## config.mk

```make
export PLATFORM = sky130hd
export DESIGN_NAME = serial_mult_bridge
export DESIGN_NICKNAME = d
export VERILOG_FILES = /design/src/rtl/serial_mult_pkg.sv /design/src/rtl/serial_mult_bridge_shift_add_core.sv /design/src/rtl/serial_mult_bridge.sv
export SDC_FILE = /design/constraint.sdc
export NUM_CORES = 1
export LEC_CHECK = 0
export ABC_AREA = 1
export ABC_CLOCK_PERIOD_IN_PS = 2200
export CORE_ASPECT_RATIO = 1.25
export CORE_UTILIZATION = 57
export CTS_CLUSTER_SIZE = 25
export DETAILED_ROUTE_END_ITERATION = 12
export PLACE_DENSITY = 0.75
export SYNTH_ARGS = -nofsm -noshare
export SYNTH_HDL_FRONTEND = slang
export SYNTH_SLANG_ARGS = --single-unit
export TNS_END_PERCENT = 10
```

## constraint.sdc

```tcl
create_clock -name clk -period 2.2 [get_ports clk]
set_input_delay 0.22 -clock clk [delete_from_list [all_inputs] [get_ports clk]]
set_output_delay 0.22 -clock clk [all_outputs]
set_load 0.03 [all_outputs]
```

## src/rtl/serial_mult_pkg.sv

```systemverilog
// Shared definitions for the segment-serial multiplier bridge.
//   state_t        : bridge FSM states (3-bit encoding)
//   beats_per_word : segment beats needed to carry one operand
//   cnt_w          : counter width able to hold 0..n-1 (never below 1 bit)
package serial_mult_pkg;

  typedef enum logic [2:0] {
    LOAD_A = 3'd0,
    LOAD_B = 3'd1,
    MUL    = 3'd2,
    FIX    = 3'd3,
    OUT    = 3'd4
  } state_t;

  function automatic int beats_per_word(input int seg_w, input int word_w);
    return word_w / seg_w;
  endfunction

  function automatic int cnt_w(input int n);
    return (n <= 1) ? 1 : $clog2(n);
  endfunction

endpackage

```

## src/rtl/serial_mult_bridge_shift_add_core.sv

```systemverilog
// Sequential unsigned shift-add multiplier, one multiplier bit per cycle.
//   clk, rst_n   : clock, synchronous active-low reset
//   start        : loads operands and clears the accumulator (restarts any run)
//   multiplicand : WORD_W-bit unsigned operand
//   multiplier   : WORD_W-bit unsigned operand
//   done         : high during the cycle whose edge adds the final bit
//   product      : 2*WORD_W-bit accumulator, final from the cycle after done
module shift_add_core
  import serial_mult_pkg::*;
#(
  parameter int WORD_W = 8
) (
  input  logic                  clk,
  input  logic                  rst_n,
  input  logic                  start,
  input  logic [WORD_W-1:0]     multiplicand,
  input  logic [WORD_W-1:0]     multiplier,
  output logic                  done,
  output logic [2*WORD_W-1:0]   product
);

  localparam int CW = cnt_w(WORD_W);
  localparam logic [CW-1:0] BIT_LAST = CW'(WORD_W - 1);

  logic [2*WORD_W-1:0] mcand;
  logic [WORD_W-1:0]   mplier;
  logic [2*WORD_W-1:0] acc;
  logic [CW-1:0]       bit_cnt;
  logic                run;

  always_ff @(posedge clk) begin
    if (!rst_n) begin
      mcand   <= '0;
      mplier  <= '0;
      acc     <= '0;
      bit_cnt <= '0;
      run     <= 1'b0;
    end else if (start) begin
      mcand   <= {{WORD_W{1'b0}}, multiplicand};
      mplier  <= multiplier;
      acc     <= '0;
      bit_cnt <= '0;
      run     <= 1'b1;
    end else if (run) begin
      if (mplier[0]) acc <= acc + mcand;
      mcand   <= mcand << 1;
      mplier  <= mplier >> 1;
      bit_cnt <= bit_cnt + 1'b1;
      if (bit_cnt == BIT_LAST) run <= 1'b0;
    end
  end

  // Combinational so the FSM can leave MUL on the same edge as the last add.
  assign done    = run && (bit_cnt == BIT_LAST);
  assign product = acc;

endmodule

```

## src/rtl/serial_mult_bridge.sv

```systemverilog
// Segment-serial multiply bridge: receives A then B, SEG_W bits per beat (LS
// segment first), multiplies unsigned or two's-complement, streams the
// 2*WORD_W-bit product back LS segment first.
//   clk, rst_n          : clock, synchronous active-low reset
//   flush               : synchronous abort back to LOAD_A
//   signed_mode         : 0 unsigned / 1 signed, captured with the first A beat
//   in_valid/in_seg/in_ready    : input segment handshake
//   out_valid/out_seg/out_ready : product segment handshake
//   busy                : high whenever not in LOAD_A
module serial_mult_bridge
  import serial_mult_pkg::*;
#(
  parameter int SEG_W  = 4,
  parameter int WORD_W = 8
) (
  input  logic             clk,
  input  logic             rst_n,
  input  logic             flush,
  input  logic             signed_mode,
  input  logic             in_valid,
  input  logic [SEG_W-1:0] in_seg,
  output logic             in_ready,
  output logic             out_valid,
  output logic [SEG_W-1:0] out_seg,
  input  logic             out_ready,
  output logic             busy
);

  localparam int NB = beats_per_word(SEG_W, WORD_W);
  localparam int IW = cnt_w(NB);
  localparam int OW = cnt_w(2 * NB);
  localparam logic [IW-1:0] IN_LAST  = IW'(NB - 1);
  localparam logic [OW-1:0] OUT_LAST = OW'(2 * NB - 1);

  state_t                state;
  logic [IW-1:0]         in_cnt;
  logic [OW-1:0]         out_cnt;
  logic [WORD_W-1:0]     a_reg;
  logic [WORD_W-1:0]     b_reg;
  logic [2*WORD_W-1:0]   p_reg;
  logic                  sgn;
  logic                  neg;
  logic                  start_q;
  logic                  core_done;
  logic [2*WORD_W-1:0]   core_prod;
  logic [2*WORD_W-1:0]   p_fix;
  logic                  in_xfer;
  logic                  out_xfer;

  // |x| in an unsigned register; -2^(W-1) maps to 2^(W-1), which still fits.
  function automatic logic [WORD_W-1:0] magnitude(input logic signed [WORD_W-1:0] x,
                                                  input logic s);
    return (s && (x < 0)) ? WORD_W'(-x) : WORD_W'(x);
  endfunction

  function automatic logic [2*WORD_W-1:0] negate(input logic signed [2*WORD_W-1:0] x);
    return (2*WORD_W)'(-x);
  endfunction

  assign in_xfer  = in_valid && in_ready;
  assign out_xfer = out_valid && out_ready;
  assign p_fix    = neg ? negate(core_prod) : core_prod;

  shift_add_core #(.WORD_W(WORD_W)) u_core (
    .clk          (clk),
    .rst_n        (rst_n),
    .start        (start_q),
    .multiplicand (magnitude(a_reg, sgn)),
    .multiplier   (magnitude(b_reg, sgn)),
    .done         (core_done),
    .product      (core_prod)
  );

  always_ff @(posedge clk) begin
    if (!rst_n) begin
      state     <= LOAD_A;
      in_cnt    <= '0;
      out_cnt   <= '0;
      a_reg     <= '0;
      b_reg     <= '0;
      p_reg     <= '0;
      sgn       <= 1'b0;
      neg       <= 1'b0;
      start_q   <= 1'b0;
      in_ready  <= 1'b0;
      out_valid <= 1'b0;
      out_seg   <= '0;
      busy      <= 1'b0;
    end else if (flush) begin
      state     <= LOAD_A;
      in_cnt    <= '0;
      out_cnt   <= '0;
      start_q   <= 1'b0;
      in_ready  <= 1'b1;
      out_valid <= 1'b0;
      out_seg   <= '0;
      busy      <= 1'b0;
    end else begin
      case (state)
        LOAD_A: begin
          in_ready <= 1'b1;
          if (in_xfer) begin
            a_reg[SEG_W*int'(in_cnt) +: SEG_W] <= in_seg;
            if (in_cnt == '0) sgn <= signed_mode;
            if (in_cnt == IN_LAST) begin
              state  <= LOAD_B;
              in_cnt <= '0;
              busy   <= 1'b1;
            end else begin
              in_cnt <= in_cnt + 1'b1;
            end
          end
        end
        LOAD_B: begin
          if (in_xfer) begin
            b_reg[SEG_W*int'(in_cnt) +: SEG_W] <= in_seg;
            if (in_cnt == IN_LAST) begin
              state    <= MUL;
              in_cnt   <= '0;
              in_ready <= 1'b0;
              start_q  <= 1'b1;
            end else begin
              in_cnt <= in_cnt + 1'b1;
            end
          end
        end
        MUL: begin
          // First MUL cycle: core loads magnitudes; result sign is captured
          // from the raw operands before they are overwritten.
          if (start_q) begin
            start_q <= 1'b0;
            neg     <= sgn && (a_reg[WORD_W-1] ^ b_reg[WORD_W-1]);
            a_reg   <= magnitude(a_reg, sgn);
            b_reg   <= magnitude(b_reg, sgn);
          end else if (core_done) begin
            state <= FIX;
          end
        end
        FIX: begin
          p_reg     <= p_fix;
          out_seg   <= p_fix[SEG_W-1:0];
          out_cnt   <= '0;
          out_valid <= 1'b1;
          state     <= OUT;
        end
        OUT: begin
          if (out_xfer) begin
            if (out_cnt == OUT_LAST) begin
              state     <= LOAD_A;
              out_cnt   <= '0;
              out_valid <= 1'b0;
              out_seg   <= '0;
              in_ready  <= 1'b1;
              busy      <= 1'b0;
            end else begin
              out_cnt <= out_cnt + 1'b1;
              out_seg <= p_reg[SEG_W*(int'(out_cnt) + 1) +: SEG_W];
            end
          end
        end
        default: begin
          state <= LOAD_A;
          busy  <= 1'b0;
        end
      endcase
    end
  end

endmodule
```

; ---- Word level (Yosys, flattened, before mapping)
; Cells that the tools add are included.
[classes]
add_sub_neg = 9
multipliers = 0
n_div = 0
n_lt_le_gt_ge = 2
n_eq_ne = 19
shifts = 3
muxes = 47
n_bitwise = 5
reduce_logical = 29
[ops]
columns = op, n
row1 = $mux W8, 10
row2 = $neg A3 Y33, 1
row3 = $shift A4 B33 Y8 const A, 1
row4 = $shiftx A4 B33 Y8, 1
row5 = $pmux W8 S2, 2
row6 = $mux W3, 8
row7 = $ne A2 B2 Y1 const B, 9
row8 = $add A16 B16 Y16, 1
row9 = $bwmux W8, 2
row10 = $lt A8 B1 Y1 const B, 2
row11 = $mux W16, 1
row12 = $neg A16 Y16, 1
row13 = $neg A8 Y8, 2
row14 = $shiftx A16 B6 Y4, 1
row15 = $pmux W3 S5, 1
row16 = $mux W1, 13
row17 = $ne A3 B3 Y1 const B, 4
row18 = $reduce_and A4 Y1, 3
row19 = $reduce_and A5 Y1, 2
row20 = $reduce_and A3 Y1, 3
row21 = $mux W4, 2
row22 = $pmux W4 S2, 1
row23 = $reduce_and A2 Y1, 4
row24 = $reduce_and A8 Y1, 1
row25 = other kinds (20), 38
[totals]
register_bits = 92
latchBits = 0
ram_bits = 0
mem_bits_ro = 0
output_inout_bits = 7
memories = 0

; ---- Depth between registers and ports, before layout
; Gate-level depths: netlist of run 1.
[depth]
ltp_word = 5
depth_mapped = 12
mapped_depth_nobuf = 12

; ---- Hierarchy
; From an unflattened synthesis of run 1, not the netlist that was laid out.
[hier_totals]
cells_unflattened = 897
area_unflattened_um2 = 5546.6
[by_module_without_submodules]
columns = module, n_inst, cells_per_inst, area_each_um2
row1 = serial_mult_bridge, 1, 476, 2862.7
row2 = shift_add_core, 1, 421, 2683.8

; ---- Worst setup path before layout of run 1
; No wires, ideal clock.
[synth_timing]
kind = register -> register
from = register u_core.mcand[0]
to = register u_core.acc[8], in the netlist u_core.product[8]
setup_ns = 0.056
arrival_ns = 1.676
required_ns = 2.144
path_slack_ns = 0.468
stages_incl_launch_ff = 12
period_less_slack_ns = 1.732
path_cell_list = dfxtp_1 > ha_1 > inv_1 > fa_1 > inv_1 > nand3_1 > nand3_1 > a21oi_1 > or2_2 > nand3_1 > nand2_1 > inv_1
[synth_between]
elab_chain_len = 1
[synth_lines]
columns = element, line_no
row1 = start: declaration, serial_mult_bridge_shift_add_core.sv:25  ; logic [2*WORD_W-1:0] mcand;
row2 = start signal: assignment, serial_mult_bridge_shift_add_core.sv:39  ; mcand <= {{WORD_W{1'b0}}, multiplicand};
row3 = start signal: assignment, serial_mult_bridge_shift_add_core.sv:46  ; mcand <= mcand << 1;
row4 = $add A16 B16 Y16, serial_mult_bridge_shift_add_core.sv:45  ; if (mplier[0]) acc <= acc + mcand;
row5 = end signal: assignment, serial_mult_bridge_shift_add_core.sv:45
row6 = end: declaration, serial_mult_bridge_shift_add_core.sv:27  ; logic [2*WORD_W-1:0] acc;
; Every way passes these cells.
; A chain may end at the register's enable or synchronous reset.

; ---- Final worst setup path of run 1
; Ends and elaborated chain as after synthesis.

==> results of run 1 <==
## per-stage QoR
stage	area [sq um]	std cells	total power, mW	util	worst slack, ps
final	5976	976	3.210	0.6514	281.6
after global routing	5976	976	3.317	0.6514	115.7
after CTS	5976	976	3.240	0.6514	280.5
after detailed placement	5699	962	1.764	0.6212	289.7
after global placement	5699	962	1.763	0.6212	351.7
after floorplan	5416	835	1.717	-	468.2
## per-layer routing
metal / global-route usage / share of wire / vias to the layer above
li1: - / - / 2711
met1: 0.3225 / 0.43 / 2349
met5: 0 / 0 / -
met3: 0.05063 / 0.033 / 28
met4: 0.1090 / 0.027 / 0
met2: 0.5033 / 0.51 / 97
## cell usage in the layout, fill, tap and decap left out, types with 2 or more instances in the layout
master,n
inv_1,123
o21ai_0,52
nand2_2,4
nand3_2,2
inv_2,9
o22ai_1,4
clkbuf_16,9
nor2_2,7
o21bai_1,3
nor3_1,7
nor2_8,2
clkdlybuf4s50_1,16
buf_4,10
o211ai_1,8
nand3_1,53
clkinv_2,2
nor2_4,3
or2_2,4
nand2_1,213
a31oi_1,7
a21oi_1,69
dfxtp_1,88
xor2_1,13
a211oi_1,4
nand4_1,4
o21ai_1,12
nor2_1,79
xnor2_1,4
ha_1,21
nand2_4,6
## power by group through the flow
stage | sequential (mW) | clock [mW] | combinational, mW
2_1_floorplan | 1.64 | 0 | 0.0742
3_3_place_gp | 1.64 | 0 | 0.121
3_5_place_dp | 1.64 | 0 | 0.122
4_1_cts | 1.61 | 1.51 | 0.123
5_1_grt | 1.61 | 1.58 | 0.135
6_report | 1.61 | 1.48 | 0.123
## worst reg2reg max path: cells and delay by family, from the launching register on
kind | cells | cell delay (ps)
adders and majority gates | 2 | 620
and+or+nand+nor | 5 | 600
DFF | 1 | 350
buffers and inverters | 3 | 210
AOI/OAI and AO/OA | 1 | 90
## cell families after synthesis
family                     Yosys count  share of synthesized area
and+or+nand+nor                    386                     0.3142
AOI/OAI and AO/OA                  166                     0.1679
buffers and inverters              156                     0.1130
DFF                                 88                     0.3252
adders and majority gates           22                    0.05221
xor gates and xnor gates            17                    0.02749
## area by class of cell
type	instances	area (sq um)	area share
clock inverters	4	47.55	0.007956
inverters	134	505.5	0.08459
repair buffers	26	235.2	0.03936
multi-input cells	591	3043	0.5092
clock buffers	10	229.0	0.03832
well taps	123	153.9	0.02575
flip-flops and latches	88	1762	0.2948
## synth_stat cells (8+ instances only)
library cell and instances:
dfxtp_1 88, o21ai_1 12, nand2_1 213, o21ai_0 52, ha_1 21, inv_1 123, buf_2 10, clkbuf_1 8
xor2_1 13, a21oi_1 69, nor2_1 79, inv_2 9, o211ai_1 8, nand3_1 53
## worst min-delay path by stage
stage                     slack [ps]  cells past startpoint                end              start
final                            450                      3                sgn        signed_mode
after detailed placement         460                      2   u_core.mplier[7]   u_core.mplier[7]
after floorplan                  360                      2           a_reg[0]              rst_n
after global placement           450                      2  u_core.bit_cnt[2]  u_core.bit_cnt[2]
after global routing             490                      3                sgn        signed_mode
after CTS                        450                      3                sgn        signed_mode
==> impl_metrics.tcl, run 1 <==
set metrics [dict create \
    crit_type "register to register" \
    path_max_fanout 3 \
    cts_buffer_depth 2 \
    startpoint_type "register" \
    synth_ff_type "dfxtp_1" \
    ys_seq_area_frac 0.3252 \
    max-cap-violations 0 \
    cp_cell_sequence "ha_1 > inv_1 > fa_1 > inv_1 > nand3_1 > nand3_1 > a21oi_1 > or2_2 > nand3_1 > nand2_1 > inv_1" \
    grt_pass1_vias 4964 \
    hp-class "input port to register" \
    grt_pass1_wl_mm 21.77 \
    p_clk_frac 0.461 \
    p_sw_frac 0.2183 \
    peakVddDrop_mv 0.4031 \
    power.switching_uw 700.8 \
    clock_sinks 88 \
    io-pin-count 17 \
    setup-violations-final 0 \
    skew_ps 7.169 \
    design.core.area_sq_um 9174 \
    reg2reg_slack_ps 280 \
    crit_cells 11 \
    rsz0062_at_grt "no" \
    synth_cells 835 \
    netlist_top_cells_area "dfxtp_1, nand2_1, inv_1, a21oi_1, nor2_1" \
    async_flop_share 0 \
    post_cts_buffers 0 \
    sequentialPowerShare 0.500 \
    timing.hold.ws_ps 451.3 \
    hpwl_mm 10.06 \
    cts_resized 0 \
    htree_levels 3 \
    fillers 865 \
    finalSetupTns_ps 0 \
    clock.fmax_mhz 521.3 \
    critPathTopFamily "adder cells" \
    crit_arrival_ps 2200 \
    drc 0 \
    synth_cell_type_count 43 \
    ant_nets 0 \
    synth_nets 867 \
    syn2layout_area_growth_pct 10.33 \
    finalCritPeriodShare 0.8720 \
    overflow 0 \
    drive_above_1_share 0.07386 \
    synth_edf_count 0 \
    num_vias 5185 \
    worst_slew_pin_slew_ps 624.0 \
    synth.largest_area_cell "dfxtp_1" \
    worstReg2RegStart "u_core.mcand[0]" \
    cts_buffers 9 \
    yosys.area.top_type_share 0.3252 \
    endpoint_kind "register" \
    crit_path_end "u_core.product[8]" \
    path_clk_slew_ps 60 \
    p_comb_frac 0.038 \
    first_iter_violations 326 \
    clockRootBuffer "clkbuf_16" \
    crit_start "u_core.mcand[0]" \
    clk_latency_ps 340 \
    cp_num_buf_inv 3 \
    fp.dieArea_sq_um 9899 \
    antenna_found_initial 0 \
    reg2reg_to "u_core.product[8]" \
    period_needed_ps 1918 \
    finalHoldViolCount 0 \
    syn_avg_cell_area_sq_um 6.487 \
    synth-seq-cells 88 \
    intPower_mw 2.509 \
    die_h_microns 111.0 \
    antennaDiodeCount 0 \
    num_rows 39 \
    cts_tree "done" \
    synth_warnings 0 \
    nets 882 \
    routabilityCongestion 0.8858 \
    grt_use_total 0.2816 \
    critPathMaxStageDelay_ps 440 \
    fp.dieW_microns 89.19 \
    firstDrtPassIters 5 \
    cpMaxStageDelayCell "fa_1" \
    wl_per_cell_microns 13.20 \
    syn_area_sq_um 5416 \
    status "finished clean" \
    io_buffers 16 \
    start_util 0.5904 \
    cts_hold_buffers 0 \
    detail_route.wirelength_mm 12.89 \
    grt_max_degree 26 \
    relSlewSlack 0.5836 \
    p_per_area_nw_per_um2 537.1 \
    cp.required_ps 2480 \
    r2r_cells 11 \
    leakagePower_nw 2.791 \
    vias_per_cell 5.313 \
    final_max_slew_viol_count 0 \
]
Power figures use the tool's default switching activity.
==> run 2: changes to the inputs <==
--- a/config.mk
+++ b/config.mk
@@ -6,12 +6,12 @@
 export NUM_CORES = 1
 export LEC_CHECK = 0
 export ABC_AREA = 1
-export ABC_CLOCK_PERIOD_IN_PS = 2200
+export ABC_CLOCK_PERIOD_IN_PS = 1670
 export CORE_ASPECT_RATIO = 1.25
-export CORE_UTILIZATION = 57
+export CORE_UTILIZATION = 56
 export CTS_CLUSTER_SIZE = 25
 export DETAILED_ROUTE_END_ITERATION = 12
-export PLACE_DENSITY = 0.75
+export PLACE_DENSITY = 0.77
 export SYNTH_ARGS = -nofsm -noshare
 export SYNTH_HDL_FRONTEND = slang
 export SYNTH_SLANG_ARGS = --single-unit
==> constraint.sdc (replaced) <==
create_clock -name clk -period 1.67 [get_ports clk]
set_input_delay 0.167 -clock clk [delete_from_list [all_inputs] [get_ports clk]]
set_output_delay 0.167 -clock clk [all_outputs]
set_load 0.03 [all_outputs]
==> impl_metrics.tcl, run 2 (synthesized netlist as in run 1, its figures left out) <==
set metrics [dict create \
    relSlewSlack 0.7239 \
    start_util 0.5842 \
    hold_end "sgn" \
    path_clk_slew_ps 60 \
    worstReg2RegStart "u_core.product[0]" \
    r2r_cells 12 \
    io-pin-count 17 \
    final_common_cell "nand2_1" \
    leakagePower_nw 2.924 \
    cpMostUsedCell "nand2_1" \
    fp.dieW_microns 89.97 \
    grt_use_total 0.2844 \
    clock_sinks 88 \
    p_per_area_nw_per_um2 656.1 \
    cp_cell_sequence "ha_4 > inv_2 > fa_2 > inv_2 > nand4_1 > nand2_2 > nand2_2 > nand2_1 > nand2_1 > nand3_2 > nand2_1 > inv_1" \
    cp.required_ps 1970 \
    crit_arrival_ps 2020 \
    grt_pass1_vias 5200 \
    post_cts_buffers 0 \
    wl_per_cell_microns 14.07 \
    timing.hold.ws_ps 391.3 \
    min-delay-start "signed_mode" \
    clockRootBuffer "clkbuf_16" \
    worst_slew_pin_slew_ps 411.4 \
    detail_route.wirelength_mm 14.12 \
    io_buffers 16 \
    num_vias 5459 \
    violations "setup timing" \
    nets 908 \
    fillers 825 \
    antenna_found_initial 0 \
    hp-class "input port to register" \
    cpMaxStageDelayCell "fa_2" \
    grt_pass1_wl_mm 23.27 \
    reg2reg_to "u_core.product[10]" \
    worst_slack_ps -54.19 \
    crit_type "register to register" \
    overflow 0 \
    multi_input_area_sq_um 3273 \
    vias_per_cell 5.437 \
    clock.fmax_mhz 580.0 \
    firstDrtPassIters 5 \
    ant_nets 0 \
    cts_buffers 9 \
    final_cell_mix "nand2_1, inv_1, dfxtp_1" \
    first_iter_violations 256 \
    cts_buffer_depth 2 \
    grt_max_degree 26 \
    post-place-ws_ps -60.94 \
    max-cap-violations 0 \
    routabilityCongestion 0.8904 \
    p_sw_frac 0.2284 \
    final_cells 1004 \
    peakVddDrop_mv 0.4488 \
    hpwl_mm 10.31 \
    p_clk_frac 0.458 \
    status "finished with violations" \
    setup-violations-final 4 \
    power.switching_uw 962.2 \
    p_comb_frac 0.040 \
    reg2reg_slack_ps -50 \
    clk_latency_ps 350 \
    place_inst 988 \
    num_rows 39 \
    endpoint_kind "register" \
    drc 0 \
    path_max_fanout 3 \
    fp.dieArea_sq_um 10070 \
    startpoint_type "register" \
    drive_above_1_share 0.1623 \
    intPower_mw 3.251 \
    design.core.area_sq_um 9271 \
    antennaDiodeCount 0 \
    hold_depth 3 \
    finalHoldViolCount 0 \
    syn2layout_area_growth_pct 18.57 \
    htree_levels 3 \
    die_h_microns 112.0 \
    period_needed_ps 1724 \
    finalSetupTns_ps -147.7 \
    cts_tree "done" \
    finalCritPeriodShare 1.032 \
    sequentialPowerShare 0.501 \
    rsz0062_at_grt "yes" \
    skew_ps 5.256 \
    seq_area_sq_um 1775 \
    final_max_slew_viol_count 0 \
    critPathMaxStageDelay_ps 380 \
]
==> run 2: cell types whose count changed in the layout (fill, tap and decap cells not counted), moves of 7 or more <==
| cell | delta |
|---|---|
| buf_4 | +26 |
| nand2_1 | -13 |
| nand2_2 | +13 |
| ha_1 | -10 |
| ha_4 | +9 |
| nand3_1 | -9 |
| nand3_2 | +9 |
| dfxtp_1 | -7 |
==> run 2: critical path: cells and delay by family, from the launching register on <==
kind	cells	cell delay [ps]
simple gates	7	610
fa+ha+maj	2	520
flops	1	370
buf+inv	3	180
==> run 2: how the worst max path moves through the flow <==
stage	from	endpoint	slack [ps]
after floorplan	u_core.mcand[0]	u_core.product[8]	20
after global placement	u_core.product[0]	u_core.product[8]	-20
after detailed placement	u_core.product[0]	u_core.product[8]	-60
after CTS	u_core.product[2]	u_core.product[11]	1
after global routing	u_core.product[0]	u_core.product[10]	-150
final	u_core.product[0]	u_core.product[10]	-50
==> run 2: through the flow <==
| stage | instance area [sq um] | power, mW | utilization |
|---|---|---|---|
| floorplan | 5424 | 2.262 | - |
| global placement | 5902 | 2.325 | 0.6366 |
| detailed placement | 5902 | 2.329 | 0.6366 |
| CTS | 6207 | 4.237 | 0.6695 |
| global route | 6422 | 4.343 | 0.6927 |
| finish | 6422 | 4.213 | 0.6927 |
==> run 2: timing repair <==
item	CTS	global route
pin swaps	2	11
endpoints found under the setup margin	4	26
resized for setup	7	53
endpoints found under the hold margin	0	0
hold buffers	0	0
==> run 2: power by group through the flow <==
stage | registers, mW | clock network (mW) | logic [mW]
2_1_floorplan | 2.16 | 0 | 0.0978
3_3_place_gp | 2.16 | 0 | 0.163
3_5_place_dp | 2.16 | 0 | 0.167
4_1_cts | 2.12 | 1.95 | 0.168
5_1_grt | 2.11 | 2.05 | 0.185
6_report | 2.11 | 1.93 | 0.170
==> run 2: per-layer routing <==
metal	vias up	global-route usage	share of wire
met5	-	0	0
met1	2494	0.3249	0.40
met4	0	0.1516	0.047
met2	157	0.5144	0.52
met3	53	0.03689	0.040
li1	2755	-	-
==> run 2: final cells by class <==
type | count | area share
multi-input combinational | 591 | 0.5096
sequential | 88 | 0.2764
inverter | 134 | 0.07871
timing repair buffer | 52 | 0.06702
clock buffer | 11 | 0.03935
tap | 123 | 0.02396
clock inverter | 5 | 0.004870
